File: src/rtl/cpu_controller.sv
// Multi-cycle CPU control unit: a Moore FSM that sequences fetch, decode, execute,
// memory access and write-back, driving datapath strobes and mux selects.
module cpu_controller #(
  parameter int WIDTH = 16
) (
  input  logic             clk,
  input  logic             reset,
  input  logic [WIDTH-1:0] instr,
  input  logic             mem_rdy,
  input  logic             flag_z,
  output logic             pcen,
  output logic             irwrite,
  output logic             regwrite,
  output logic             memread,
  output logic             memwrite,
  output logic             wa_s,
  output logic             pc_s,
  output logic             alub_s,
  output logic [1:0]       wd_s,
  output logic [1:0]       alua_s,
  output logic [2:0]       alucont,
  output logic             signext_sign,
  output logic [3:0]       state,
  output logic             halted
);

  typedef enum logic [3:0] {
    S_FETCH   = 4'd0,
    S_DECODE  = 4'd1,
    S_EXEC_R  = 4'd2,
    S_EXEC_I  = 4'd3,
    S_ALU_WB  = 4'd4,
    S_MOVI_WB = 4'd5,
    S_MEM_RD  = 4'd6,
    S_LOAD_WB = 4'd7,
    S_MEM_WR  = 4'd8,
    S_BRANCH  = 4'd9,
    S_JUMP    = 4'd10,
    S_HALT    = 4'd11
  } state_e;

  localparam logic [2:0] ALU_AND  = 3'b000;
  localparam logic [2:0] ALU_OR   = 3'b001;
  localparam logic [2:0] ALU_ADD  = 3'b010;
  localparam logic [2:0] ALU_XOR  = 3'b011;
  localparam logic [2:0] ALU_PASS = 3'b100;
  localparam logic [2:0] ALU_SUB  = 3'b110;

  typedef struct packed {
    logic       pcen;
    logic       irwrite;
    logic       regwrite;
    logic       memread;
    logic       memwrite;
    logic       wa_s;
    logic       pc_s;
    logic       alub_s;
    logic [1:0] wd_s;
    logic [1:0] alua_s;
    logic [2:0] alucont;
    logic       signext_sign;
    logic       halted;
  } ctrl_t;

  state_e     state_q;
  state_e     state_d;
  ctrl_t      ctrl_dec_s;
  ctrl_t      ctrl_s;
  logic [3:0] opcode_s;
  logic [3:0] ext_s;
  logic       unused_instr_s;

  assign opcode_s       = instr[WIDTH-1 -: 4];
  assign ext_s          = instr[7:4];
  assign unused_instr_s = ^{instr[WIDTH-5:8], instr[3:0]};

  // R-type function field to ALU operation; unknown functions fall back to ADD.
  function automatic logic [2:0] alu_sel(input logic [3:0] ext);
    logic [2:0] op;
    case (ext)
      4'b0101: op = ALU_ADD;
      4'b1001: op = ALU_SUB;
      4'b0001: op = ALU_AND;
      4'b0010: op = ALU_OR;
      4'b0011: op = ALU_XOR;
      4'b1101: op = ALU_PASS;
      default: op = ALU_ADD;
    endcase
    return op;
  endfunction

  // State register.
  always_ff @(posedge clk or negedge reset) begin
    if (!reset) begin
      state_q <= S_FETCH;
    end else begin
      state_q <= state_d;
    end
  end

  // Next-state logic.
  always_comb begin
    state_d = S_FETCH;
    case (state_q)
      S_FETCH: begin
        if (mem_rdy) state_d = S_DECODE;
        else         state_d = S_FETCH;
      end
      S_DECODE: begin
        case (opcode_s)
          4'b0000: state_d = S_EXEC_R;
          4'b0101: state_d = S_EXEC_I;
          4'b1101: state_d = S_MOVI_WB;
          4'b1100: state_d = S_BRANCH;
          4'b1111: state_d = S_HALT;
          4'b0100: begin
            case (ext_s)
              4'b0000: state_d = S_MEM_RD;
              4'b0100: state_d = S_MEM_WR;
              4'b1100: state_d = S_JUMP;
              default: state_d = S_FETCH;
            endcase
          end
          default: state_d = S_FETCH;
        endcase
      end
      S_EXEC_R:  state_d = S_ALU_WB;
      S_EXEC_I:  state_d = S_ALU_WB;
      S_MEM_RD: begin
        if (mem_rdy) state_d = S_LOAD_WB;
        else         state_d = S_MEM_RD;
      end
      S_MEM_WR: begin
        if (mem_rdy) state_d = S_FETCH;
        else         state_d = S_MEM_WR;
      end
      S_HALT:  state_d = S_HALT;
      default: state_d = S_FETCH;
    endcase
  end

  // Output decode; reset forces every output low without waiting for a clock.
  always_comb begin
    ctrl_dec_s = {$bits(ctrl_t){1'b0}};
    case (state_q)
      S_FETCH: begin
        ctrl_dec_s.memread = 1'b1;
        ctrl_dec_s.alua_s  = 2'b01;
        ctrl_dec_s.alub_s  = 1'b1;
        ctrl_dec_s.alucont = ALU_ADD;
        ctrl_dec_s.pc_s    = 1'b1;
        ctrl_dec_s.irwrite = mem_rdy;
        ctrl_dec_s.pcen    = mem_rdy;
      end
      S_EXEC_R: begin
        ctrl_dec_s.alucont = alu_sel(ext_s);
      end
      S_EXEC_I: begin
        ctrl_dec_s.alua_s       = 2'b10;
        ctrl_dec_s.alucont      = ALU_ADD;
        ctrl_dec_s.signext_sign = 1'b1;
      end
      S_ALU_WB: begin
        ctrl_dec_s.regwrite = 1'b1;
        ctrl_dec_s.wd_s     = 2'b11;
        ctrl_dec_s.wa_s     = 1'b1;
      end
      S_MOVI_WB: begin
        ctrl_dec_s.regwrite = 1'b1;
        ctrl_dec_s.wa_s     = 1'b1;
      end
      S_MEM_RD: begin
        ctrl_dec_s.memread = 1'b1;
      end
      S_LOAD_WB: begin
        ctrl_dec_s.regwrite = 1'b1;
        ctrl_dec_s.wd_s     = 2'b10;
        ctrl_dec_s.wa_s     = 1'b1;
      end
      S_MEM_WR: begin
        ctrl_dec_s.memwrite = 1'b1;
      end
      S_BRANCH: begin
        ctrl_dec_s.alua_s       = 2'b10;
        ctrl_dec_s.alucont      = ALU_PASS;
        ctrl_dec_s.signext_sign = 1'b1;
        ctrl_dec_s.pc_s         = 1'b1;
        ctrl_dec_s.pcen         = flag_z;
      end
      S_JUMP: begin
        ctrl_dec_s.pcen = 1'b1;
      end
      S_HALT: begin
        ctrl_dec_s.halted = 1'b1;
      end
      default: begin
        ctrl_dec_s = {$bits(ctrl_t){1'b0}};
      end
    endcase
    if (!reset) begin
      ctrl_s = {$bits(ctrl_t){1'b0}};
    end else begin
      ctrl_s = ctrl_dec_s;
    end
  end

  assign pcen         = ctrl_s.pcen;
  assign irwrite      = ctrl_s.irwrite;
  assign regwrite     = ctrl_s.regwrite;
  assign memread      = ctrl_s.memread;
  assign memwrite     = ctrl_s.memwrite;
  assign wa_s         = ctrl_s.wa_s;
  assign pc_s         = ctrl_s.pc_s;
  assign alub_s       = ctrl_s.alub_s;
  assign wd_s         = ctrl_s.wd_s;
  assign alua_s       = ctrl_s.alua_s;
  assign alucont      = ctrl_s.alucont;
  assign signext_sign = ctrl_s.signext_sign;
  assign halted       = ctrl_s.halted;
  assign state        = state_q;

endmodule

File: config.mk
export PLATFORM = sky130hd
export DESIGN_NAME = cpu_controller
export DESIGN_NICKNAME = d
export VERILOG_FILES = /design/src/rtl/cpu_controller.sv
export SDC_FILE = /design/constraint.sdc
export NUM_CORES = 1
export LEC_CHECK = 0
export BUFFER_PORTS_ARGS = -buffer_cell sky130_fd_sc_hd__buf_2
export CAP_MARGIN = 20
export CORE_UTILIZATION = 30
export DETAILED_ROUTE_END_ITERATION = 10
export GPL_TIMING_DRIVEN = 0
export PLACE_DENSITY_LB_ADDON = 0.12
export SKIP_CTS_REPAIR_TIMING = 1
export SKIP_LAST_GASP = 1
export SYNTH_ARGS = -nofsm -noshare
export SYNTH_HDL_FRONTEND = slang
export SYNTH_SLANG_ARGS = --single-unit
File: constraint.sdc
create_clock -name clk -period 1.8 [get_ports clk]
set_input_delay 0.09 -clock clk [delete_from_list [all_inputs] [get_ports clk]]
set_output_delay 0.09 -clock clk [all_outputs]
set_load 0.005 [all_outputs]
==> impl_metrics.ini, run 1 <==
[run_status]
status = finished, final reports clean

[timing]
final_period_minus_worst_setup_slack_ns = 1.669
report.final.slew_viol_count = 0
worst_clock_skew_ns = 0.001682
rsz0062_at_grt = true
slew-limit-headroom_pct = 74.38
fmaxAchievable_mhz = 599.2
final-hold-violation-count = 0
final_min_period_over_clock_period_pct = 92.72
final-setup-viol-count = 0
worst_slew_pin_slew_ns = 0.3836

[yosys]
async_flop_share_pct = 100.0
syn_area_um2 = 606.8
yosysSeqAreaShare_pct = 16.49
synth_top_cells_by_area = sky130_fd_sc_hd__dfrtp_1 16%, sky130_fd_sc_hd__nor3_1 7.4%, sky130_fd_sc_hd__buf_6 5.6%
synth_flop_cell = sky130_fd_sc_hd__dfrtp_1
yosysUniqueCellTypes = 38
warnings_synthesis = 0
post_synth.cell_area_avg_um2 = 7.400
yosys.area.top_type_share_pct = 16.49
syn-num-nets = 102
synth_edf_count = 0
synth_seq_cells = 4
post_synthesis_cell_type_with_the_largest_combined_area = sky130_fd_sc_hd__dfrtp_1
netlist_instances = 82

[layout]
antenna_cells = 0
postLayoutCellArea_um2 = 835.8
num-nets-final = 138
layout-drive-gt1-share_pct = 42.24
final_core_util_pct = 46.39
area_growth_syn_to_layout_pct = 37.73
largest_reg_flops = 4
layout.cells.most_common_list = 31 x sky130_fd_sc_hd__buf_2, 9 x sky130_fd_sc_hd__nor3_1
layout.cells.most_common = sky130_fd_sc_hd__buf_2
multi_input_comb_area_um2 = 437.9
num-fill-cells = 208
area_used_by_sequential_logic_in_the_layout_um2 = 100.1

[routing]
postRouteAntennaNets = 0
detailed_route_via_count = 708
routed_wl_mm = 1.671
via_per_inst = 5.021
drc = 0
drtIter0Drc = 9
drt-pass1-iter-count = 4
wl_per_cell_um = 11.85

[critical_path]
rr_startpoint = state[1]$_DFF_PN0_
end_kind = output pin
data_required_critical_path_ns = 1.71
startpoint_type = flop
crit_fanout = 10
worst_r2r_path_depth = 4
worst-setup-path-type = flop to output pin
r2r_end = state[0]$_DFF_PN0_
arrival_ns = 1.58
worst_case_register_to_register_setup_slack_ns = 0.40

[power_and_ir_drop]
power_leakage_nw = 0.3915
total_power_mw = 0.4133
worst_ir_drop_vdd_v = 0.0003693
power_per_cell_area_nw_per_um2 = 494.5

[die]
placeableCoreArea_um2 = 1802
die_area_um2 = 2207
initial_utilization_pct = 33.68
ios = 41
num_rows = 15
dieWidth_um = 46.98
chipHeight_um = 46.98

[place]
routabilityCongestion = 0.8186
detailedPlacementHpwl_mm = 1.289
port_buffers = 31
dpl-instance-area_um2 = 793.3

[global_routing]
grt_overflow_total = 0
pin_count_of_the_biggest_net_entering_global_routing = 11
grt_first_pass_wirelength_mm = 2.442
via_count_of_the_first_global_routing_pass = 558
gr-usage-all-layers_pct = 15.73
antenna_violations_before_repair = 0

[clocking]
cts_sinks = 4
clk_pin_slew_ns = 0.04
cts.htree.levels = 1
cts_made_buffers = 3
clock_tree.root_cell = sky130_fd_sc_hd__clkbuf_4
insertion_delay_of_the_later_clocked_pin_in_the_worst_skew_pair_ns = 0.23
ctsLongestPathBuffers = 2
tritoncts = built

[flow_run]
cap_viol_max_count = 0

[min_path]
min_path_type = input pin to async pin
final cells by class:
class	instances	area share, %
Multi-Input combinational cell	67	52.40
Timing Repair Buffer	32	19.76
Sequential cell	4	11.98
Clock buffer	3	2.695
Inverter	3	1.347
Buffer	7	8.084
Tap cell	25	3.743
stage by stage:
step	setup TNS [ns]	setup slack [ns]	hold WS, ns	cells
floorplan	0	0.4269	-0.2056	82
global placement	0	0.2265	-0.07852	138
detailed placement	0	0.2067	-0.07654	138
CTS	-0.04639	-0.04639	-0.3269	141
global route	-0.01599	-0.01599	0.2398	141
finish	0	0.1311	0.2229	141
worst max-delay path by stage:
stage	startpoint	to	slack, ns	depth (start not counted)
4_1_cts	state[3]$_DFF_PN0_	wa_s	-0.05	6
5_1_grt	state[3]$_DFF_PN0_	wa_s	-0.02	6
3_3_place_gp	state[3]$_DFF_PN0_	wa_s	0.23	6
3_5_place_dp	state[3]$_DFF_PN0_	wa_s	0.21	6
2_1_floorplan	state[2]$_DFF_PN0_	alucont[1]	0.43	4
6_report	state[3]$_DFF_PN0_	wa_s	0.13	6
worst max-delay path, cell delays in order, from the launching register on:
cell                       delay (ns)
sky130_fd_sc_hd__dfrtp_1         0.45
sky130_fd_sc_hd__clkbuf_2        0.29
sky130_fd_sc_hd__inv_1           0.13
sky130_fd_sc_hd__nand3_1         0.16
sky130_fd_sc_hd__nor2_1          0.06
sky130_fd_sc_hd__buf_4           0.14
sky130_fd_sc_hd__buf_2           0.11
report_power, final:
part,internal [mW],switching (mW),leakage (nW)
Combinational,0.0930,0.109,0.324
Sequential,0.0972,0.00702,0.0540
Clock,0.0743,0.0331,0.0138
logic make-up (layout without fill, tap and decap cells):
family                    count (synthesis)  after routing  share of synthesized area [%]
DFF                                       4              4                          16.50
AOI/OAI and AO/OA                        20             20                          22.06
and+or+nand+nor                          41             41                          39.38
buffers and inverters                    11             45                          13.40
xor gates and xnor gates                  6              6                          8.661
cell usage after synthesis, types with 2 or more instances:
library cell              count
sky130_fd_sc_hd__dfrtp_1      4
sky130_fd_sc_hd__buf_4        2
sky130_fd_sc_hd__nand3_1      6
sky130_fd_sc_hd__nor2_1       6
sky130_fd_sc_hd__o21ai_0      6
sky130_fd_sc_hd__nor4_1       2
sky130_fd_sc_hd__a21oi_1      4
sky130_fd_sc_hd__inv_1        3
sky130_fd_sc_hd__nor3_1       9
sky130_fd_sc_hd__nand2_1      6
sky130_fd_sc_hd__xnor2_1      3
sky130_fd_sc_hd__buf_6        3
sky130_fd_sc_hd__xor2_1       3
metal layers:
| metal | track usage (%) | vias to the layer above | part of all wire, % |
|---|---|---|---|
| li1 | - | 362 | - |
| met1 | 20.47 | 322 | 46 |
| met2 | 26.67 | 24 | 48 |
| met3 | 4.615 | 0 | 6.1 |
| met4 | 1.714 | 0 | 0 |
| met5 | 0 | - | 0 |
No activity file was read; power rests on OpenSTA's default activity.
==> run 2, diff against run 1 <==
--- a/config.mk
+++ b/config.mk
@@ -10,7 +10,7 @@
 export CORE_UTILIZATION = 30
 export DETAILED_ROUTE_END_ITERATION = 10
 export GPL_TIMING_DRIVEN = 0
-export PLACE_DENSITY_LB_ADDON = 0.12
+export PLACE_DENSITY_LB_ADDON = 0.1
 export SKIP_CTS_REPAIR_TIMING = 1
 export SKIP_LAST_GASP = 1
 export SYNTH_ARGS = -nofsm -noshare
==> constraint.sdc (replaced) <==
create_clock -name clk -period 1.8 [get_ports clk]
set_input_delay 0.09 -clock clk [delete_from_list [all_inputs] [get_ports clk]]
set_output_delay 0.09 -clock clk [all_outputs]
set_load 0.02 [all_outputs]
==> run 2 against run 1 <==
  * Clock skew about the same
  * Die area unchanged
  * Combinational power up 19%
  * Via count up 2.7%
  * First-iteration DRC count up 44%
  * Cell count up 0.71%
  * Hold slack worse by 0.013 ns
  * Clock power up 7%
  * Utilization up 0.49 points
  * Worst setup slack better by 0.019 ns
  * Largest cell class unchanged
  * Design area up 1.0%
  * Fmax up 1.2%
==> impl_metrics.ini, run 2 (synthesis results as in run 1) <==
[layout]
num-nets-final = 139
antenna_cells = 0
area_growth_syn_to_layout_pct = 39.18
num-fill-cells = 205
layout.cells.most_common_list = 31 x sky130_fd_sc_hd__buf_2, 9 x sky130_fd_sc_hd__nor3_1
layout.cells.most_common = sky130_fd_sc_hd__buf_2
layout-drive-gt1-share_pct = 43.59
largest_reg_flops = 4
postLayoutCellArea_um2 = 844.6

[global_routing]
gr-usage-all-layers_pct = 17.05
grt_overflow_total = 0
antenna_violations_before_repair = 0
pin_count_of_the_biggest_net_entering_global_routing = 11
via_count_of_the_first_global_routing_pass = 624
grt_first_pass_wirelength_mm = 2.635

[timing]
final-setup-viol-count = 0
final_period_minus_worst_setup_slack_ns = 1.650
report.final.slew_viol_count = 0
worst_clock_skew_ns = 0.001636
slew-limit-headroom_pct = 76.76
fmaxAchievable_mhz = 606.1
rsz0062_at_grt = false
final-hold-violation-count = 0
worst_slew_pin_slew_ns = 0.3485
fin_setup_tns_ns = 0
final_min_period_over_clock_period_pct = 91.66

[routing]
detailed_route_via_count = 727
wl_per_cell_um = 11.63
postRouteAntennaNets = 0
drc = 0
drtIter0Drc = 13
routed_wl_mm = 1.651
drt-pass1-iter-count = 4
via_per_inst = 5.120

[power_and_ir_drop]
power_per_cell_area_nw_per_um2 = 543.6
power.share.sequential_pct = 22.7
power_switching_share_pct = 41.44
combinationalPowerShare_pct = 52.6
p_int_mw = 0.2689
power.switching_mw = 0.1903
worst_ir_drop_vdd_v = 0.0003746
power_leakage_nw = 0.3942
power.share.clock_pct = 24.7

[min_path]
min_path_type = input pin to async pin

[die]
chipHeight_um = 46.98
num_rows = 15
placeableCoreArea_um2 = 1802
dieWidth_um = 46.98
initial_utilization_pct = 33.68
die_area_um2 = 2207
ios = 41

[critical_path]
arrival_ns = 1.56
worst_case_register_to_register_setup_slack_ns = 0.38
data_required_critical_path_ns = 1.71
startpoint_type = flop
worst-setup-path-type = flop to output pin
worst_r2r_path_depth = 4
crit_fanout = 10
end_kind = output pin

[place]
dpl-instance-area_um2 = 800.8
routabilityCongestion = 0.8043
detailedPlacementHpwl_mm = 1.294
port_buffers = 31

[clocking]
cts_sinks = 4
clock_tree.root_cell = sky130_fd_sc_hd__clkbuf_4
cts.htree.levels = 1
insertion_delay_of_the_later_clocked_pin_in_the_worst_skew_pair_ns = 0.24
clk_pin_slew_ns = 0.04
ctsLongestPathBuffers = 2
tritoncts = built
cts_made_buffers = 3

[flow_run]
cap_viol_max_count = 0

[run_status]
status = finished, final reports clean
## run 2: worst paths after layout
path                                          from                 end
worst max register to register  state[1]$_DFF_PN0_  state[0]$_DFF_PN0_
min in group clk                          instr[6]  state[3]$_DFF_PN0_
worst min-delay path                         reset  state[1]$_DFF_PN0_
worst min register to register  state[0]$_DFF_PN0_  state[0]$_DFF_PN0_
worst max-delay path            state[0]$_DFF_PN0_             irwrite
max in group asynchronous                    reset  state[3]$_DFF_PN0_
## run 2: layer usage
layer  vias to the layer above  wire length (um)  global-route usage (%)
li1                        365                 -                       -
met5                         -                 0                       0
met1                       335               763                   21.53
met2                        27               794                   28.33
met4                         0                 0                   3.429
met3                         0                93                   5.769
## run 2: stage by stage
step | instances | total power, mW | utilization, % | hold slack, ns | worst slack [ns]
finish | 142 | 0.4591 | 46.88 | 0.2097 | 0.1501
global route | 142 | 0.4975 | 46.88 | 0.2241 | 0.02017
detailed placement | 138 | 0.3399 | 44.44 | -0.07781 | 0.1660
CTS | 141 | 0.4583 | 45.69 | -0.3321 | -0.09258
floorplan | 82 | 0.2654 | - | -0.2056 | -0.09525
global placement | 138 | 0.3377 | 44.44 | -0.07820 | 0.1710
## run 2: final cells by class
cell class              count  area [um2]  share of cell area (%)
plain buffers               8       71.32                   8.444
flip-flops and latches      4       100.1                   11.85
multi-input cells          67       440.4                   52.15
inverters                   3       11.26                   1.333
repair buffers             32       167.7                   19.85
well taps                  25       31.28                   3.704
clock buffers               3       22.52                   2.667
## run 2: power by group through the flow
stage | Combinational (mW) | Clock (mW) | Sequential, mW
floorplan | 0.152 | 0 | 0.113
global placement | 0.232 | 0 | 0.105
detailed placement | 0.234 | 0 | 0.106
CTS | 0.235 | 0.119 | 0.105
global route | 0.264 | 0.127 | 0.106
finish | 0.241 | 0.114 | 0.104
## run 2: worst max-delay path: stages, from the launching register on
cell	delay [ns]
sky130_fd_sc_hd__dfrtp_1	0.39
sky130_fd_sc_hd__buf_6	0.15
sky130_fd_sc_hd__inv_1	0.13
sky130_fd_sc_hd__nand2_1	0.11
sky130_fd_sc_hd__nor4_2	0.23
sky130_fd_sc_hd__and2_1	0.17
sky130_fd_sc_hd__buf_2	0.15
